===== src/rtl/frame_draw_ctrl_if.sv =====
// Signals between the frame draw controller, the frame ROMs, the game FSM and the VGA adapter.
// master = frame_draw_ctrl, slave = the surrounding system.
interface frame_draw_ctrl_if;
  logic [2:0]  iState;
  logic [2:0]  iColour;
  logic [14:0] oAddress;
  logic [2:0]  oFrameSel;
  logic [7:0]  oX;
  logic [6:0]  oY;
  logic [2:0]  oColour;
  logic        oPlot;
  logic        oBusy;
  logic        oFrameDone;

  modport master (
    input  iState, iColour,
    output oAddress, oFrameSel, oX, oY, oColour, oPlot, oBusy, oFrameDone
  );

  modport slave (
    output iState, iColour,
    input  oAddress, oFrameSel, oX, oY, oColour, oPlot, oBusy, oFrameDone
  );
endinterface


===== src/rtl/frame_draw_ctrl.sv =====
// Redraws a full 160x120 frame from the ROM selected by the game state whenever that state changes.
// ROM read and output register give a fixed two-cycle address-to-plot pipeline.
module frame_draw_ctrl (
  input  logic              iClock,
  input  logic              iResetn,
  frame_draw_ctrl_if.master bus
);
  // state | meaning
  // IDLE  | frame on screen is current, waiting for a redraw request
  // FETCH | presenting one ROM address per cycle, 0..19199
  // DRAIN | two cycles flushing the pixel pipeline
  // DONE  | one-cycle frame-complete pulse
  typedef enum logic [1:0] {IDLE, FETCH, DRAIN, DONE} state_t;

  localparam logic [14:0] LAST_ADDR = 15'd19199;
  localparam logic [7:0]  LAST_X    = 8'd159;
  localparam logic [2:0]  BLANK_SEL = 3'd7;

  state_t      state;
  logic        pending;
  logic [2:0]  prev_state;
  logic [14:0] addr;
  logic [7:0]  x;
  logic [6:0]  y;
  logic        drain_cnt;
  logic        p1_valid;
  logic [7:0]  p1_x;
  logic [6:0]  p1_y;
  logic        redraw;

  // A change seen this very cycle counts as pending, so a change during DONE chains straight into FETCH.
  assign redraw = pending || (bus.iState != prev_state);

  always_ff @(posedge iClock) begin
    if (!iResetn) begin
      state          <= IDLE;
      pending        <= 1'b1;
      prev_state     <= bus.iState;
      addr           <= '0;
      x              <= '0;
      y              <= '0;
      drain_cnt      <= 1'b0;
      p1_valid       <= 1'b0;
      p1_x           <= '0;
      p1_y           <= '0;
      bus.oAddress   <= '0;
      bus.oFrameSel  <= '0;
      bus.oX         <= '0;
      bus.oY         <= '0;
      bus.oColour    <= '0;
      bus.oPlot      <= 1'b0;
      bus.oBusy      <= 1'b0;
      bus.oFrameDone <= 1'b0;
    end else begin
      prev_state <= bus.iState;
      p1_valid   <= 1'b0;
      bus.oPlot  <= p1_valid;
      if (p1_valid) begin
        bus.oX      <= p1_x;
        bus.oY      <= p1_y;
        bus.oColour <= (bus.oFrameSel == BLANK_SEL) ? 3'd0 : bus.iColour;
      end

      case (state)
        IDLE, DONE: begin
          bus.oFrameDone <= 1'b0;
          pending        <= 1'b0;
          if (redraw) begin
            state         <= FETCH;
            bus.oFrameSel <= bus.iState;
            bus.oAddress  <= '0;
            bus.oBusy     <= 1'b1;
            addr          <= '0;
            x             <= '0;
            y             <= '0;
          end else begin
            state <= IDLE;
          end
        end

        FETCH: begin
          pending  <= redraw;
          p1_valid <= 1'b1;
          p1_x     <= x;
          p1_y     <= y;
          if (addr == LAST_ADDR) begin
            addr      <= '0;
            x         <= '0;
            y         <= '0;
            drain_cnt <= 1'b1;
            state     <= DRAIN;
          end else begin
            addr         <= addr + 15'd1;
            bus.oAddress <= addr + 15'd1;
            if (x == LAST_X) begin
              x <= '0;
              y <= y + 7'd1;
            end else begin
              x <= x + 8'd1;
            end
          end
        end

        DRAIN: begin
          pending <= redraw;
          if (drain_cnt == 1'b0) begin
            state          <= DONE;
            bus.oBusy      <= 1'b0;
            bus.oFrameDone <= 1'b1;
          end else begin
            drain_cnt <= drain_cnt - 1'b1;
          end
        end

        default: state <= IDLE;
      endcase
    end
  end
endmodule


===== src/flat_wrapper.sv =====
// flat-port wrapper written by rule: the top's interface ports become plain ports
module frame_draw_ctrl_flat 
  (iClock, iResetn, bus_iState, bus_iColour, bus_oAddress, bus_oFrameSel, bus_oX, bus_oY, bus_oColour, bus_oPlot, bus_oBusy, bus_oFrameDone);
  frame_draw_ctrl_if bus_i ();
  input  logic iClock;
  input  logic iResetn;
  input wire logic [$bits(bus_i.iState)-1:0] bus_iState;
  input wire logic [$bits(bus_i.iColour)-1:0] bus_iColour;
  output wire logic [$bits(bus_i.oAddress)-1:0] bus_oAddress;
  output wire logic [$bits(bus_i.oFrameSel)-1:0] bus_oFrameSel;
  output wire logic [$bits(bus_i.oX)-1:0] bus_oX;
  output wire logic [$bits(bus_i.oY)-1:0] bus_oY;
  output wire logic [$bits(bus_i.oColour)-1:0] bus_oColour;
  output wire logic [$bits(bus_i.oPlot)-1:0] bus_oPlot;
  output wire logic [$bits(bus_i.oBusy)-1:0] bus_oBusy;
  output wire logic [$bits(bus_i.oFrameDone)-1:0] bus_oFrameDone;
  assign bus_i.iState = bus_iState;
  assign bus_i.iColour = bus_iColour;
  assign bus_oAddress = bus_i.oAddress;
  assign bus_oFrameSel = bus_i.oFrameSel;
  assign bus_oX = bus_i.oX;
  assign bus_oY = bus_i.oY;
  assign bus_oColour = bus_i.oColour;
  assign bus_oPlot = bus_i.oPlot;
  assign bus_oBusy = bus_i.oBusy;
  assign bus_oFrameDone = bus_i.oFrameDone;
  frame_draw_ctrl u_core (.iClock(iClock), .iResetn(iResetn), .bus(bus_i));
endmodule

===== config.mk =====
export PLATFORM = sky130hd
export DESIGN_NAME = frame_draw_ctrl_flat
export DESIGN_NICKNAME = d
export VERILOG_FILES = /design/src/rtl/frame_draw_ctrl_if.sv /design/src/rtl/frame_draw_ctrl.sv /design/src/flat_wrapper.sv
export SDC_FILE = /design/constraint.sdc
export NUM_CORES = 1
export LEC_CHECK = 0
export CAP_MARGIN = 20
export CORE_MARGIN = 1
export CORE_UTILIZATION = 35
export CTS_CLUSTER_SIZE = 16
export DETAILED_ROUTE_END_ITERATION = 7
export PLACE_DENSITY_LB_ADDON = 0.25
export SLEW_MARGIN = 20
export SYNTH_ARGS = -nofsm -noshare
export SYNTH_HDL_FRONTEND = slang
export SYNTH_SLANG_ARGS = --single-unit

===== constraint.sdc =====
create_clock -name iClock -period 3.65 [get_ports iClock]
set_clock_uncertainty 0.2 [all_clocks]
set_input_delay 0.9125 -clock iClock [delete_from_list [all_inputs] [get_ports iClock]]
set_output_delay 0.9125 -clock iClock [all_outputs]
set_load 0.005 [all_outputs]

==> results of run 1 <==
==> final timing paths <==
kind	endpoint	slack [ns]	cells after the start	from
hold / removal	u_core.bus.oAddress[4]	0.26	2	u_core.bus.oAddress[4]
hold reg to reg	u_core.bus.oAddress[4]	0.26	2	u_core.bus.oAddress[4]
setup / recovery	u_core.y[0]	0.46	7	bus_iState[0]
setup reg to reg	u_core.x[7]	0.89	7	u_core.state[0]
==> layout make-up <==
class	instances	area [µm²]
multi-input cells	310	1990
flip-flops and latches	92	1840
repair buffers	54	520
fillers	1065	6100
clock inverters	4	55.1
inverters	9	33.8
clock buffers	12	267
well taps	140	175
==> flip-flops by register name, indices dropped and copies added, names as in the netlist, 2 cells and up <==
| name | cells |
|---|---|
| u_core.addr | 15 |
| u_core.bus.oAddress | 15 |
| u_core.bus.oColour | 3 |
| u_core.bus.oFrameSel | 3 |
| u_core.bus.oX | 8 |
| u_core.bus.oY | 7 |
| u_core.p1_x | 8 |
| u_core.p1_y | 7 |
| u_core.prev_state | 3 |
| u_core.state | 2 |
| u_core.x | 8 |
| u_core.y | 7 |
==> per-layer routing <==
metal  part of all wire (%)  wire [µm]  GRT usage [%]  vias to the layer above
li1                       -          -              -                     1656
met1                     48       4480           21.8                     1565
met2                     46       4290           26.1                       66
met3                    4.0        373           3.17                       13
met4                    2.2        201           7.72                        0
met5                      0          0              0                        -
==> worst max-delay path, stage by stage <==
cell and delay, ns:
clkdlybuf4s50_1 0.54, xor2_2 0.31, o41ai_1 0.15, buf_4 0.19, a211oi_2 0.75, nand2_1 0.18, o22ai_1 0.21
==> placed cells by master (no fill, tap or decap), drive strengths merged, types with 6 or more instances in the layout <==
| cell type | n |
|---|---|
| inv | 9 |
| nor4 | 6 |
| clkdlybuf4s50 | 46 |
| o21ai | 15 |
| or3 | 11 |
| nor2 | 60 |
| xnor2 | 7 |
| nand4 | 10 |
| nor3 | 6 |
| clkbuf | 12 |
| a21oi | 26 |
| nand3 | 14 |
| nand2 | 33 |
| mux2i | 34 |
| xor2 | 7 |
| o22ai | 9 |
| a22oi | 17 |
| buf | 8 |
| dfxtp | 92 |
==> power breakdown <==
group          total [mW]  internal, mW  switching, mW  leakage (nW)
sequential           1.11          1.07         0.0484         0.745
combinational       0.827         0.301          0.525         0.779
clock               0.985         0.590          0.395         0.155
total                2.93          1.96          0.969          1.68
==> cells by family after synthesis <==
kind of cell / after synthesis / share of synthesized area (%)
adder cells (fa/ha/maj): 5 / 1.57
flip-flops: 92 / 46.2
AO/OA/AOI/OAI: 94 / 16.4
XOR/XNOR: 14 / 3.64
buffers and inverters: 37 / 3.74
AND/OR/NAND/NOR: 163 / 19.9
multiplexers: 34 / 8.54
==> results_dict.tcl, run 1 <==
set metrics [dict create \
    crit_type "in2reg" \
    grt-ovfl-total 0 \
    ys.flop_type "dfxtp_1" \
    antenna_found_initial 0 \
    hold_class "reg2reg" \
    startpoint_type "primary input" \
    drc 0 \
    synth_area_leaders "dfxtp_1, mux2i_1, nor2_1" \
    clk_pin_slew_ns 0.06 \
    post-route-period-util_pct 87.3 \
    synthTopCellsByCount "dfxtp_1, nor2_1, mux2i_1" \
    htreeDepth 3 \
    die_w_um 109 \
    status "completed" \
    yosysUniqueCellTypes 53 \
    drive_above_1_share_pct 8.52 \
    grt_pass1_vias 3092 \
    peakVddDrop_uv 298 \
    grt_start_max_net_pins 40 \
    vias 3300 \
    dieArea_um2 11800 \
    worst_slew_pin_slew_ns 0.956 \
    worst_ep_required_time_ns 3.71 \
    dieHeight_um 109 \
    core_area_um2 11000 \
    hold_slack_ns 0.257 \
    cts.sinks 92 \
    ant_nets 0 \
    yosysMostFrequentCell "dfxtp_1" \
    layout_setup_ws_ns 0.464 \
    clk-insertion-delay-late_ns 0.34 \
    power_mw 2.93 \
    cp_data_arrival_time_ns 3.25 \
    grt_pass1_wl_um 15100 \
    wl_per_cell_um 15.0 \
    setup_tns_ns 0 \
    maxSlewViolCount 0 \
    utilization_pct 44.5 \
    via_per_inst 5.31 \
    gp_congestion 0.825 \
    leakage_nw 1.68 \
    cts_tree "built" \
    p_per_area_nw_per_um2 599 \
    synth.top_cell.area_share_pct 46.2 \
    cts_setup_buffers 0 \
    drv_cap 0 \
    place.port_buffers 46 \
    netlist_area_um2 3980 \
    async_flop_share_pct 0 \
    fin_cells 621 \
    cts_max_path_buffers 2 \
    syn_to_final_growth_pct 22.6 \
    synth_seq_area_share_pct 46.2 \
    hold_violations 0 \
    rsz0062_at_grt "no" \
    synth_seq_cells 92 \
    syn_avg_cell_area_um2 9.07 \
    final_nets 489 \
    post-place-cells 605 \
    totalWireLength_um 9350 \
    drt_first_iter_violations 128 \
    fin_crit_ns 3.19 \
    place_hpwl_um 6170 \
    cts-hold-fix-buffers 0 \
    diodes 0 \
    path_max_fanout 12 \
    yosysTopAreaCell "dfxtp_1" \
    postCtsResizedCells 0 \
    cts_root_buf "clkbuf_16" \
    postSynthCellCount 439 \
    synth_fp_nets 452 \
    boundaryPins 47 \
    critPathCaptureType "flop" \
    setup_viol 0 \
    cts_made_buffers 9 \
    track_usage_pct 16.5 \
    fin_area_um2 4890 \
    synth_edf_count 0 \
    first_pass_iters 4 \
    dp_slack_ns 0.111 \
    place_area_um2 4560 \
    fmax_mhz 314 \
    yosys_warnings 0 \
    start_util_pct 36.3 \
    relSlewSlack_pct 36.1 \
    core.rowCount 38 \
]
(Power assumes the default switching activity.)
==> inputs of run 2 (changes only) <==
--- a/config.mk
+++ b/config.mk
@@ -8,7 +8,7 @@
 export CAP_MARGIN = 20
 export CORE_MARGIN = 1
 export CORE_UTILIZATION = 35
-export CTS_CLUSTER_SIZE = 16
+export CTS_CLUSTER_SIZE = 12
 export DETAILED_ROUTE_END_ITERATION = 7
 export PLACE_DENSITY_LB_ADDON = 0.25
 export SLEW_MARGIN = 20
==> results of run 2 <==
Same layout as run 1: the final DEF is identical, and so are final timing and power.
==> inputs of run 3 (changes only) <==
--- a/config.mk
+++ b/config.mk
@@ -6,6 +6,7 @@
 export NUM_CORES = 1
 export LEC_CHECK = 0
 export CAP_MARGIN = 20
+export CORE_ASPECT_RATIO = 1.2
 export CORE_MARGIN = 1
 export CORE_UTILIZATION = 35
 export CTS_CLUSTER_SIZE = 12
==> run 3 against run 2 <==
Sequential share of layout area rose by 0.61 points. Core utilization fell by 0.91 points. Cell count fell by 1.6%. Design area fell by 1.6%. Highest routed layer unchanged.
==> results_dict.tcl, run 3 (synthesis results as in run 1) <==
set metrics [dict create \
    cts_root_buf "clkbuf_16" \
    grt_pass1_vias 3221 \
    startpoint_type "primary input" \
    r2r-start "u_core.state[0]" \
    leakage_nw 1.65 \
    most-common-layout-cells "dfxtp_1, nor2_1, clkdlybuf4s50_1, mux2i_1, nand2_1" \
    rsz0062_at_grt "no" \
    cts_setup_buffers 0 \
    boundaryPins 47 \
    fillers 1112 \
    top_regs "u_core.addr (15), u_core.bus.oAddress (15)" \
    drc 0 \
    final_common_cell "dfxtp_1" \
    regToRegSetupSlack_ns 0.96 \
    cpPeakStageDelay_ns 0.73 \
    track_usage_pct 16.3 \
    hold_path_depth 2 \
    core_area_um2 11000 \
    hold_start "u_core.bus.oAddress[4]" \
    cts.sinks 92 \
    worst_slew_pin_slew_ns 0.928 \
    cp_data_arrival_time_ns 3.22 \
    syn_to_final_growth_pct 20.7 \
    grt_pass1_wl_um 15400 \
    use_met1_pct 20.8 \
    fmax_mhz 316 \
    diodes 0 \
    p_per_area_nw_per_um2 569 \
    worst_ep_required_time_ns 3.71 \
    htreeDepth 3 \
    worst_path_max_delay_cell "a211oi_2" \
    peakVddDrop_uv 255 \
    vias 3259 \
    maxSlewViolCount 0 \
    grt_use_met3_pct 3.29 \
    critPathCaptureType "flop" \
    via_per_inst 5.33 \
    postCtsResizedCells 0 \
    crit_type "in2reg" \
    hold_violations 0 \
    worstReg2RegEnd "u_core.bus.oAddress[12]" \
    place_hpwl_um 6190 \
    ant_nets 0 \
    wl_per_cell_um 14.7 \
    setup_viol 0 \
    crit_family "compound AO/OA/AOI/OAI gates" \
    setup_tns_ns 0 \
    ff_latch_area_um2 1840 \
    crit_path_cell_trace "clkdlybuf4s50_1, xor2_2, o41ai_1, buf_4, a211oi_2, o21ai_0, a21oi_1" \
    dieArea_um2 11800 \
    clk-insertion-delay-late_ns 0.33 \
    place.port_buffers 46 \
    holdPathEnd "u_core.bus.oAddress[4]" \
    first_pass_iters 4 \
    gp_congestion 0.832 \
    cts_made_buffers 9 \
    drv_cap 0 \
    met2_usage_pct 26.5 \
    grt-ovfl-total 0 \
    hold_class "reg2reg" \
    grt_busiest_layer "met2" \
    dieHeight_um 119 \
    drt_first_iter_violations 168 \
    final_nets 490 \
    core.rowCount 42 \
    utilization_pct 43.6 \
    relSlewSlack_pct 38.0 \
    clk_pin_slew_ns 0.06 \
    worst-path-buf-inv 2 \
    antenna_found_initial 0 \
    multiInputGateArea_um2 1990 \
    path_max_fanout 12 \
    cts_max_path_buffers 2 \
    cts_tree "built" \
    worst-r2r-cell-count 8 \
    totalWireLength_um 9000 \
    fin_crit_ns 3.17 \
    cts-hold-fix-buffers 0 \
    drive_above_1_share_pct 7.93 \
    die_w_um 99.4 \
    post-route-period-util_pct 86.7 \
    status "completed" \
    start_util_pct 36.1 \
    grt_start_max_net_pins 42 \
]
==> run 3: cell count changes in the layout (fill, tap and decap cells not counted) <==
cell / previous run / this run
buf_4: 8 / 9
bufinv_16: 1 / 0
clkbuf_1: 0 / 1
clkbuf_8: 3 / 0
clkinv_2: 0 / 2
clkinv_4: 1 / 0
inv_6: 1 / 0
==> run 3: cell type report <==
class                   instances  share of cell area (%)
multi-input cells             310                    41.5
flip-flops and latches         92                    38.3
repair buffers                 55                    11.0
clock buffers                  10                    4.76
well taps                     132                    3.43
inverters                       9                   0.703
clock inverters                 3                   0.364
==> run 3: worst max-delay path by stage <==
stage                  startpoint  cells past startpoint                       to  slack [ns]
floorplan           bus_iState[0]                      7  u_core.bus.oAddress[14]        1.13
detailed placement  bus_iState[0]                      7  u_core.bus.oAddress[12]        0.06
finish              bus_iState[0]                      7  u_core.bus.oAddress[12]        0.48
global route        bus_iState[0]                      7              u_core.y[1]        0.26
CTS                 bus_iState[0]                      7  u_core.bus.oAddress[12]        0.42
global placement    bus_iState[0]                      7  u_core.bus.oAddress[12]        0.17
==> run 3: report_power, final <==
part	internal [mW]	leakage, nW	switching (mW)
registers	1.07	0.745	0.0500
logic	0.313	0.784	0.511
clock network	0.447	0.120	0.348
==> run 3: stage by stage <==
stage	worst slack (ns)	instances	area, µm²	hold WS (ns)	total power [mW]
floorplan	1.13	439	3980	0.248	1.69
global placement	0.175	598	4560	0.246	1.96
detailed placement	0.0571	598	4560	0.256	1.97
CTS	0.423	611	4810	0.265	2.77
global route	0.264	611	4810	0.285	2.90
finish	0.484	611	4810	0.254	2.74
==> run 3: routing by layer <==
metal | wire, µm | share of wire, %
met1 | 4140 | 46
met2 | 4330 | 48
met3 | 379 | 4.2
met4 | 162 | 1.8
met5 | 0 | 0
==> run 3: worst reg2reg max path, stage by stage (launching register included) <==
cell	delay, ns
dfxtp_1	0.37
inv_1	0.07
ha_1	0.38
nand2b_1	0.19
o41ai_1	0.09
buf_4	0.19
a211oi_2	0.73
o21ai_0	0.21
a21oi_1	0.19
